--- src/rtl/multicycle_ctrl.sv ---
// ---------------------------------------------------------------------------
// multicycle_ctrl
//   Multi-cycle sequencer for the RV32 datapath. Each instruction is stepped
//   through FETCH / DECODE / EXEC / MEM / WB, talking to variable-latency
//   instruction and data memories over req/ack handshakes. A watchdog halts
//   the controller if a memory never acknowledges. An unknown opcode also
//   halts it. Cycle and retired-instruction counters are maintained.
//
// Parameters
//   CNT_W    width of cycle_cnt / instret_cnt
//   TMO_MAX  max wait cycles for an ack before halting (1..65535)
//
// Ports
//   clk, rst        clock; synchronous active-high reset
//   opcode          instr[6:0] from the instruction register
//   zero            ALU zero flag, used by BEQ in EXEC
//   imem_ack        instruction memory data valid
//   dmem_ack        data memory access complete
//   imem_req        instruction fetch request
//   dmem_req        data memory request
//   dmem_we         data memory write (store)
//   ir_we           load instruction register
//   mdr_we          latch load data into the memory data register
//   regwr           register file write enable
//   alusrc          ALU operand B: 1 = immediate, 0 = rs2
//   memtoreg        writeback source: 1 = MDR, 0 = ALU result
//   aluop           00 add, 01 sub/compare, 10 funct-decoded
//   pc_we           update PC this cycle (also marks retirement)
//   pcsrc           PC source: 1 = branch target, 0 = PC+4
//   halted          controller is in HALT
//   err_code        00 none, 01 illegal opcode, 10 imem tmo, 11 dmem tmo
//   cycle_cnt       cycles since reset, excluding HALT
//   instret_cnt     retired instructions
// ---------------------------------------------------------------------------
module multicycle_ctrl #(
  parameter int CNT_W   = 32,
  parameter int TMO_MAX = 255
) (
  input  logic             clk,
  input  logic             rst,
  input  logic [6:0]       opcode,
  input  logic             zero,
  input  logic             imem_ack,
  input  logic             dmem_ack,
  output logic             imem_req,
  output logic             dmem_req,
  output logic             dmem_we,
  output logic             ir_we,
  output logic             mdr_we,
  output logic             regwr,
  output logic             alusrc,
  output logic             memtoreg,
  output logic [1:0]       aluop,
  output logic             pc_we,
  output logic             pcsrc,
  output logic             halted,
  output logic [1:0]       err_code,
  output logic [CNT_W-1:0] cycle_cnt,
  output logic [CNT_W-1:0] instret_cnt
);

  typedef enum logic [2:0] {
    S_FETCH,
    S_DECODE,
    S_EXEC,
    S_MEM,
    S_WB,
    S_HALT
  } state_t;

  typedef enum logic [2:0] {
    C_R,
    C_I,
    C_LD,
    C_ST,
    C_BEQ
  } opclass_t;

  // The watchdog fires on the wait cycle that would bring the count to
  // TMO_MAX, so compare against TMO_MAX-1 before incrementing.
  localparam logic [15:0] TMO_LAST = 16'(TMO_MAX - 1);

  state_t           r_state;
  state_t           w_next;
  opclass_t         r_class;
  opclass_t         w_decClass;
  logic             w_decLegal;
  logic [15:0]      r_tmo;
  logic             w_tmoHit;
  logic [1:0]       r_err;
  logic [1:0]       w_nextErr;
  logic [CNT_W-1:0] r_cycleCnt;
  logic [CNT_W-1:0] r_instretCnt;

  assign w_tmoHit    = (r_tmo == TMO_LAST);
  assign err_code    = r_err;
  assign cycle_cnt   = r_cycleCnt;
  assign instret_cnt = r_instretCnt;

  // Opcode classifier; only consulted while in DECODE.
  always_comb begin
    w_decClass = C_R;
    w_decLegal = 1'b1;
    case (opcode)
      7'b0110011: w_decClass = C_R;
      7'b0010011: w_decClass = C_I;
      7'b0000011: w_decClass = C_LD;
      7'b0100011: w_decClass = C_ST;
      7'b1100011: w_decClass = C_BEQ;
      default:    w_decLegal = 1'b0;
    endcase
  end

  // Next-state and output decode. Outputs are Moore except ir_we, mdr_we,
  // pc_we and pcsrc, which depend on the same-cycle ack or zero. Reset
  // forces every control output low so an in-flight request is dropped.
  always_comb begin
    w_next    = r_state;
    w_nextErr = r_err;
    imem_req  = 1'b0;
    dmem_req  = 1'b0;
    dmem_we   = 1'b0;
    ir_we     = 1'b0;
    mdr_we    = 1'b0;
    regwr     = 1'b0;
    alusrc    = 1'b0;
    memtoreg  = 1'b0;
    aluop     = 2'b00;
    pc_we     = 1'b0;
    pcsrc     = 1'b0;
    halted    = 1'b0;

    case (r_state)
      S_FETCH: begin
        imem_req = 1'b1;
        if (imem_ack) begin
          ir_we  = 1'b1;
          w_next = S_DECODE;
        end else if (w_tmoHit) begin
          w_nextErr = 2'b10;
          w_next    = S_HALT;
        end
      end

      S_DECODE: begin
        if (w_decLegal) begin
          w_next = S_EXEC;
        end else begin
          w_nextErr = 2'b01;
          w_next    = S_HALT;
        end
      end

      S_EXEC: begin
        case (r_class)
          C_R: begin
            aluop  = 2'b10;
            w_next = S_WB;
          end
          C_I: begin
            aluop  = 2'b10;
            alusrc = 1'b1;
            w_next = S_WB;
          end
          C_LD, C_ST: begin
            alusrc = 1'b1;
            w_next = S_MEM;
          end
          C_BEQ: begin
            aluop  = 2'b01;
            pc_we  = 1'b1;
            pcsrc  = zero;
            w_next = S_FETCH;
          end
          default: w_next = S_FETCH;
        endcase
      end

      S_MEM: begin
        dmem_req = 1'b1;
        dmem_we  = (r_class == C_ST);
        if (dmem_ack) begin
          if (r_class == C_ST) begin
            pc_we  = 1'b1;
            w_next = S_FETCH;
          end else begin
            mdr_we = 1'b1;
            w_next = S_WB;
          end
        end else if (w_tmoHit) begin
          w_nextErr = 2'b11;
          w_next    = S_HALT;
        end
      end

      S_WB: begin
        regwr    = 1'b1;
        memtoreg = (r_class == C_LD);
        pc_we    = 1'b1;
        w_next   = S_FETCH;
      end

      S_HALT: begin
        halted = 1'b1;
      end

      default: w_next = S_FETCH;
    endcase

    if (rst) begin
      imem_req = 1'b0;
      dmem_req = 1'b0;
      dmem_we  = 1'b0;
      ir_we    = 1'b0;
      mdr_we   = 1'b0;
      regwr    = 1'b0;
      alusrc   = 1'b0;
      memtoreg = 1'b0;
      aluop    = 2'b00;
      pc_we    = 1'b0;
      pcsrc    = 1'b0;
      halted   = 1'b0;
    end
  end

  // State, op class, watchdog, error and performance counters. The
  // watchdog restarts whenever a waiting state (FETCH or MEM) is entered
  // and otherwise counts each cycle spent waiting without an ack.
  always_ff @(posedge clk) begin
    if (rst) begin
      r_state      <= S_FETCH;
      r_class      <= C_R;
      r_tmo        <= '0;
      r_err        <= 2'b00;
      r_cycleCnt   <= '0;
      r_instretCnt <= '0;
    end else begin
      r_state <= w_next;
      r_err   <= w_nextErr;

      if (r_state == S_DECODE && w_decLegal) begin
        r_class <= w_decClass;
      end

      if (w_next != r_state && (w_next == S_FETCH || w_next == S_MEM)) begin
        r_tmo <= '0;
      end else if ((r_state == S_FETCH && !imem_ack) ||
                   (r_state == S_MEM   && !dmem_ack)) begin
        r_tmo <= r_tmo + 16'd1;
      end

      if (r_state != S_HALT) begin
        r_cycleCnt <= r_cycleCnt + CNT_W'(1);
      end

      if (pc_we) begin
        r_instretCnt <= r_instretCnt + CNT_W'(1);
      end
    end
  end

endmodule

--- config.mk ---
export PLATFORM = sky130hd
export DESIGN_NAME = multicycle_ctrl
export DESIGN_NICKNAME = d
export VERILOG_FILES = /design/src/rtl/multicycle_ctrl.sv
export SDC_FILE = /design/constraint.sdc
export NUM_CORES = 1
export LEC_CHECK = 0
export CAP_MARGIN = 40
export CORE_UTILIZATION = 28
export DETAILED_ROUTE_END_ITERATION = 7
export PLACE_DENSITY = 0.49
export SLEW_MARGIN = 40
export SYNTH_ARGS = -nofsm -noshare
export SYNTH_HDL_FRONTEND = slang
export SYNTH_SLANG_ARGS = --single-unit
--- constraint.sdc ---
create_clock -name clk -period 3.08 [get_ports clk]
set_input_delay 0.77 -clock clk [delete_from_list [all_inputs] [get_ports clk]]
set_output_delay 0.77 -clock clk [all_outputs]
set_load 0.1 [all_outputs]
-- Yosys cells after proc, flatten, opt, wreduce, memory -nomap -nowiden
Cells that the tools add are included.
- add/subtract/negate cells: 3
- muxes and demuxes: 48
- reductions and logical operators: 18
- equality and inequality tests: 23
- operators by type and width (kind ; number):
    adder 32 x 1 -> 32 bit, second input constant ; 2
    two-way mux 1 bit ; 30
    adder 16 x 1 -> 16 bit, second input constant ; 1
    equality test 16 x 8 -> 1 bit, second input constant ; 1
    equality test 3 x 2 -> 1 bit, second input constant ; 5
    two-way mux 3 bit ; 5
    one-hot mux 3 bit (5 select lines) ; 1
    equality test 7 x 6 -> 1 bit, second input constant ; 2
    two-way mux 2 bit ; 7
    one-hot mux 3 bit (4 select lines) ; 1
    inequality test 2 bit, second input constant ; 5
    equality test 3 bit, second input constant ; 3
    zero test 3 bit ; 3
    equality test 7 x 2 -> 1 bit, second input constant ; 1
    equality test 7 x 5 -> 1 bit, second input constant ; 1
    equality test 7 bit, second input constant ; 1
    equality test 3 x 1 -> 1 bit, second input constant ; 2
    one-hot mux 2 bit (3 select lines) ; 1
    one-hot mux 3 bit (2 select lines) ; 1
    AND reduction 6 bit ; 1
    OR reduction 2 bit ; 3
    OR reduction 5 bit ; 1
    logical AND 1 bit ; 4
    one-hot mux 2 bit (2 select lines) ; 1
    7 further kinds ; 9
- bits of input ports: 12
- logic and storage cells: 98
- bits in registers: 88
- output and inout bits: 79

-- Longest topological paths before layout
- word-level depth: 9
- mapped depth: 8
- gate-level depth less buffers: 7

-- Worst setup path after synthesis
Ideal clock, no wire load.
- path kind: input to output
- start: input port rst
- end: output port ir_we
- required time: 2.310 ns
- cell stages on the path: 4
- path buffers: 1
- setup slack: -1.953 ns
- data arrival time: 4.263 ns
- cells stage by stage: clkbuf_1 or2_2 nor3_1 and2_1
- cells in the longest elaborated chain, start to end: 1
- RTL lines (item ; line ; source):
    start, declared ; 40 ; input logic rst,
    two-way mux 1 bit ; 210 ; if (rst) begin
    end, declared ; 48 ; output logic ir_we,
No other way between the ends.

-- Worst setup path after layout
- start: register r_state[2]
- end: output port pc_we
- cells in the longest elaborated chain, start to end: 3
- RTL lines (item ; line ; source):
    start, declared ; 83 ; state_t r_state;
    start signal, assigned ; 238 ; r_state <= w_next;
    equality test 3 bit or equality test 3 x 2 -> 1 bit (tied branches) ; 133 ; case (r_state)
    one-hot mux 1 bit (3 select lines) (*) ; 133 ;
    two-way mux 1 bit (*) ; 210 ;
    end, declared ; 54 ; output logic pc_we,
Every way passes the cells marked *; elsewhere a longest branch is shown, timed or not.

==> flow_metrics.env <==
export IMPL_status="completed"
export IMPL_dr_total_vias=4103
export IMPL_critical_path_class="register to output port"
export IMPL_p_per_area_nw_per_um2=434
export IMPL_crit_family="simple AND/OR/NAND/NOR gates"
export IMPL_synth_edf_count=0
export IMPL_first_pass_iters=5
export IMPL_die_w_um=127
export IMPL_worst_hold_path_num_cells=2
export IMPL_cts_buffers=9
export IMPL_critical_path_max_stage_delay_ps=620
export IMPL_ff2ff_path_depth=5
export IMPL_cts_setup_buffers=0
export IMPL_cts_sinks=88
export IMPL_worstMarginPinSlew_ps=645
export IMPL_postSynthCellCount=537
export IMPL_clock_latency_ps=340
export IMPL_worstHoldEndpoint="err_code[0]"
export IMPL_dp_cells=825
export IMPL_rsz0062_at_grt="no"
export IMPL_ios=91
export IMPL_crit_slowest_cell="dfxtp_1"
export IMPL_path_depth=5
export IMPL_globalRouteTotalUtil=0.155
export IMPL_synth_top_area_cell="dfxtp_1"
export IMPL_rrSetupSlack_ps=540
export IMPL_drt_total_wl_um=11900
export IMPL_setup_viol=0
export IMPL_io_buffers=90
export IMPL_p_leak_nw=2.11
export IMPL_cp_startpoint="r_state[2]"
export IMPL_setup_ws_ps=130
export IMPL_dp_hpwl_um=8500
export IMPL_ant_nets=0
export IMPL_relSlewSlack=0.570
export IMPL_place_congestion=0.791
export IMPL_r2r_end="instret_cnt[28]"
export IMPL_ys_seq_area_frac=0.402
export IMPL_initial_core_util=0.287
export IMPL_fin_skew_ps=4.80
export IMPL_required_ps=2310
export IMPL_syn_to_final_growth_pct=35.0
export IMPL_startpoint_type="register"
export IMPL_cts_root_buf="clkbuf_16"
export IMPL_route_detailed_drc=0
export IMPL_maxCapViolations=0
export IMPL_path_cells="or4b_4, inv_12, nor2_1, nor2_4, buf_12"
export IMPL_die_area_um2=16100
export IMPL_ys_seq_elements=88
export IMPL_critPathBufInv=2
export IMPL_synth_distinct_cells=49
export IMPL_period_needed_ps=2950
export IMPL_async_flop_share=0
export IMPL_synth_avg_cell_area_um2=8.16
export IMPL_fin_area_um2=5910
export IMPL_routedWlPerCell_um=14.2
export IMPL_cts_max_path_buffers=2
export IMPL_rows=45
export IMPL_place_ws_ps=228
export IMPL_yosys_warnings=0
export IMPL_crit_path_end_kind="output port"
export IMPL_grt_overflow=0
export IMPL_hold_start="err_code[0]"
export IMPL_n_antenna_cell=0
export IMPL_drt_initial_drc_count=233
export IMPL_instances_no_fill=838
export IMPL_grt_antenna_before_repair=0
export IMPL_ys_flop_type="dfxtp_1"
export IMPL_crit_fanout=13
export IMPL_cts_tree="yes"
export IMPL_cts_clk_slew_worst_paths_ps=60
export IMPL_hold_buffers=0
export IMPL_syn_area_um2=4380
export IMPL_r2r_start="instret_cnt[3]"
export IMPL_grt_max_degree=62
export IMPL_worst_hold_path_type="register to register"
export IMPL_syn_num_nets=553
export IMPL_viasPerCell=4.90
export IMPL_h_tree_depth=3
export IMPL_post_route_period_util=0.958
export IMPL_design_core_area_um2=15300
export IMPL_layout_drive_gt1_share=0.212
export IMPL_dieHeight_um=127
export IMPL_grt_pass1_vias=3955
export IMPL_slew_viol_final=0
export IMPL_ctsResizeCount=0
export IMPL_final_nets=641
export IMPL_yosysTopAreaCellShare=0.402
export IMPL_vdd_drop_max_mv=0.271
export IMPL_yosys_top_cells_area="dfxtp_1 (40%), xnor2_1 (7.6%), nor2_1 (6.7%), xor2_1 (3.8%), nand4_1 (2.9%)"
export IMPL_grt_pass1_wl_um=19900
export IMPL_crit_arrival_ps=2180
export IMPL_hold_viol=0
export IMPL_fmax_mhz=339
export IMPL_placed_area_um2=5640
-- cell families after synthesis --
family / after synthesis / share of synthesized area
AOI/OAI and AO/OA: 62 / 0.0840
and+or+nand+nor: 275 / 0.336
xor gates and xnor gates: 57 / 0.114
buffers and inverters: 46 / 0.0400
adders and majority gates: 4 / 0.0114
muxes: 5 / 0.0120
DFF: 88 / 0.402
-- worst reg2reg max path, stage by stage (launching register included) --
cell     delay, ps
dfxtp_1        470
nand4_2        160
or3_1          520
or4_1          670
or4_1          510
a21oi_1        140
-- synth_stat cells (10+ instances only) --
master    number
nor3_1        24
and4_1        12
inv_1         16
a21oi_1       23
nand2_1       30
xnor2_1       38
o21ai_0       18
nand4_1       20
dfxtp_1       88
clkbuf_1      23
nor4_1        17
or3_1         10
nand3_1       24
xor2_1        19
nor2_1        78
-- power breakdown --
group          internal (mW)  switching, mW  total (mW)
Clock                  0.638          0.436        1.07
Sequential              1.16         0.0269        1.18
Combinational          0.102          0.210       0.312
Total                   1.90          0.673        2.57
-- metal layers --
layer,share of wire,global-route usage,vias up
met5,0,0,-
met4,0.020,0.0602,0
met3,0.051,0.0448,13
li1,-,-,2070
met1,0.48,0.197,1925
met2,0.45,0.249,95
-- through the flow --
step                      utilization  setup TNS (ps)  hold WS [ps]  power [mW]
after floorplan                     -            -561           480        1.42
after global placement          0.369               0           474        1.52
after detailed placement        0.369               0           488        1.52
after CTS                       0.388               0           502        2.62
after global routing            0.388               0           521        2.69
final                           0.388               0           507        2.57
-- final cells by class --
class                           count  area, um2
Clock inverter                      1       30.0
Sequential cell                    88       1760
Clock buffer                       12        246
Inverter                           17       76.3
Timing Repair Buffer              106        981
Fill cell                        1563       9340
Tap cell                          211        264
Multi-Input combinational cell    403       2550
-- sequential cells by signal, indices dropped and copies added, names as in the netlist --
register     flops
instret_cnt     32
err_code         2
r_tmo           16
r_state          3
cycle_cnt       32
r_class          3
-- worst max path at each step --
| stage | end | slack (ps) |
|---|---|---|
| detailed placement | pc_we | 230 |
| CTS | pc_we | 130 |
| finish | pc_we | 130 |
| global route | pc_we | 10 |
| floorplan | ir_we | -300 |
| global placement | pc_we | 250 |
-- placed cells by master (no fill, tap or decap), types with 5 or more instances in the layout --
cell type	instances
and3_1	8
xor2_1	19
o31ai_1	5
nor2_1	76
inv_1	16
a21oi_1	23
o21ai_0	17
clkbuf_16	9
nand2b_1	8
buf_12	13
nor2b_1	5
or3_1	10
or4_1	8
buf_4	82
or2_2	5
nor3_1	20
nand2_1	30
nand3_1	24
and2_1	7
dfxtp_1	87
and4_1	12
clkdlybuf4s50_1	10
nand4_1	20
nor4_1	14
xnor2_1	38
No activity file was read; power rests on OpenSTA's default activity.
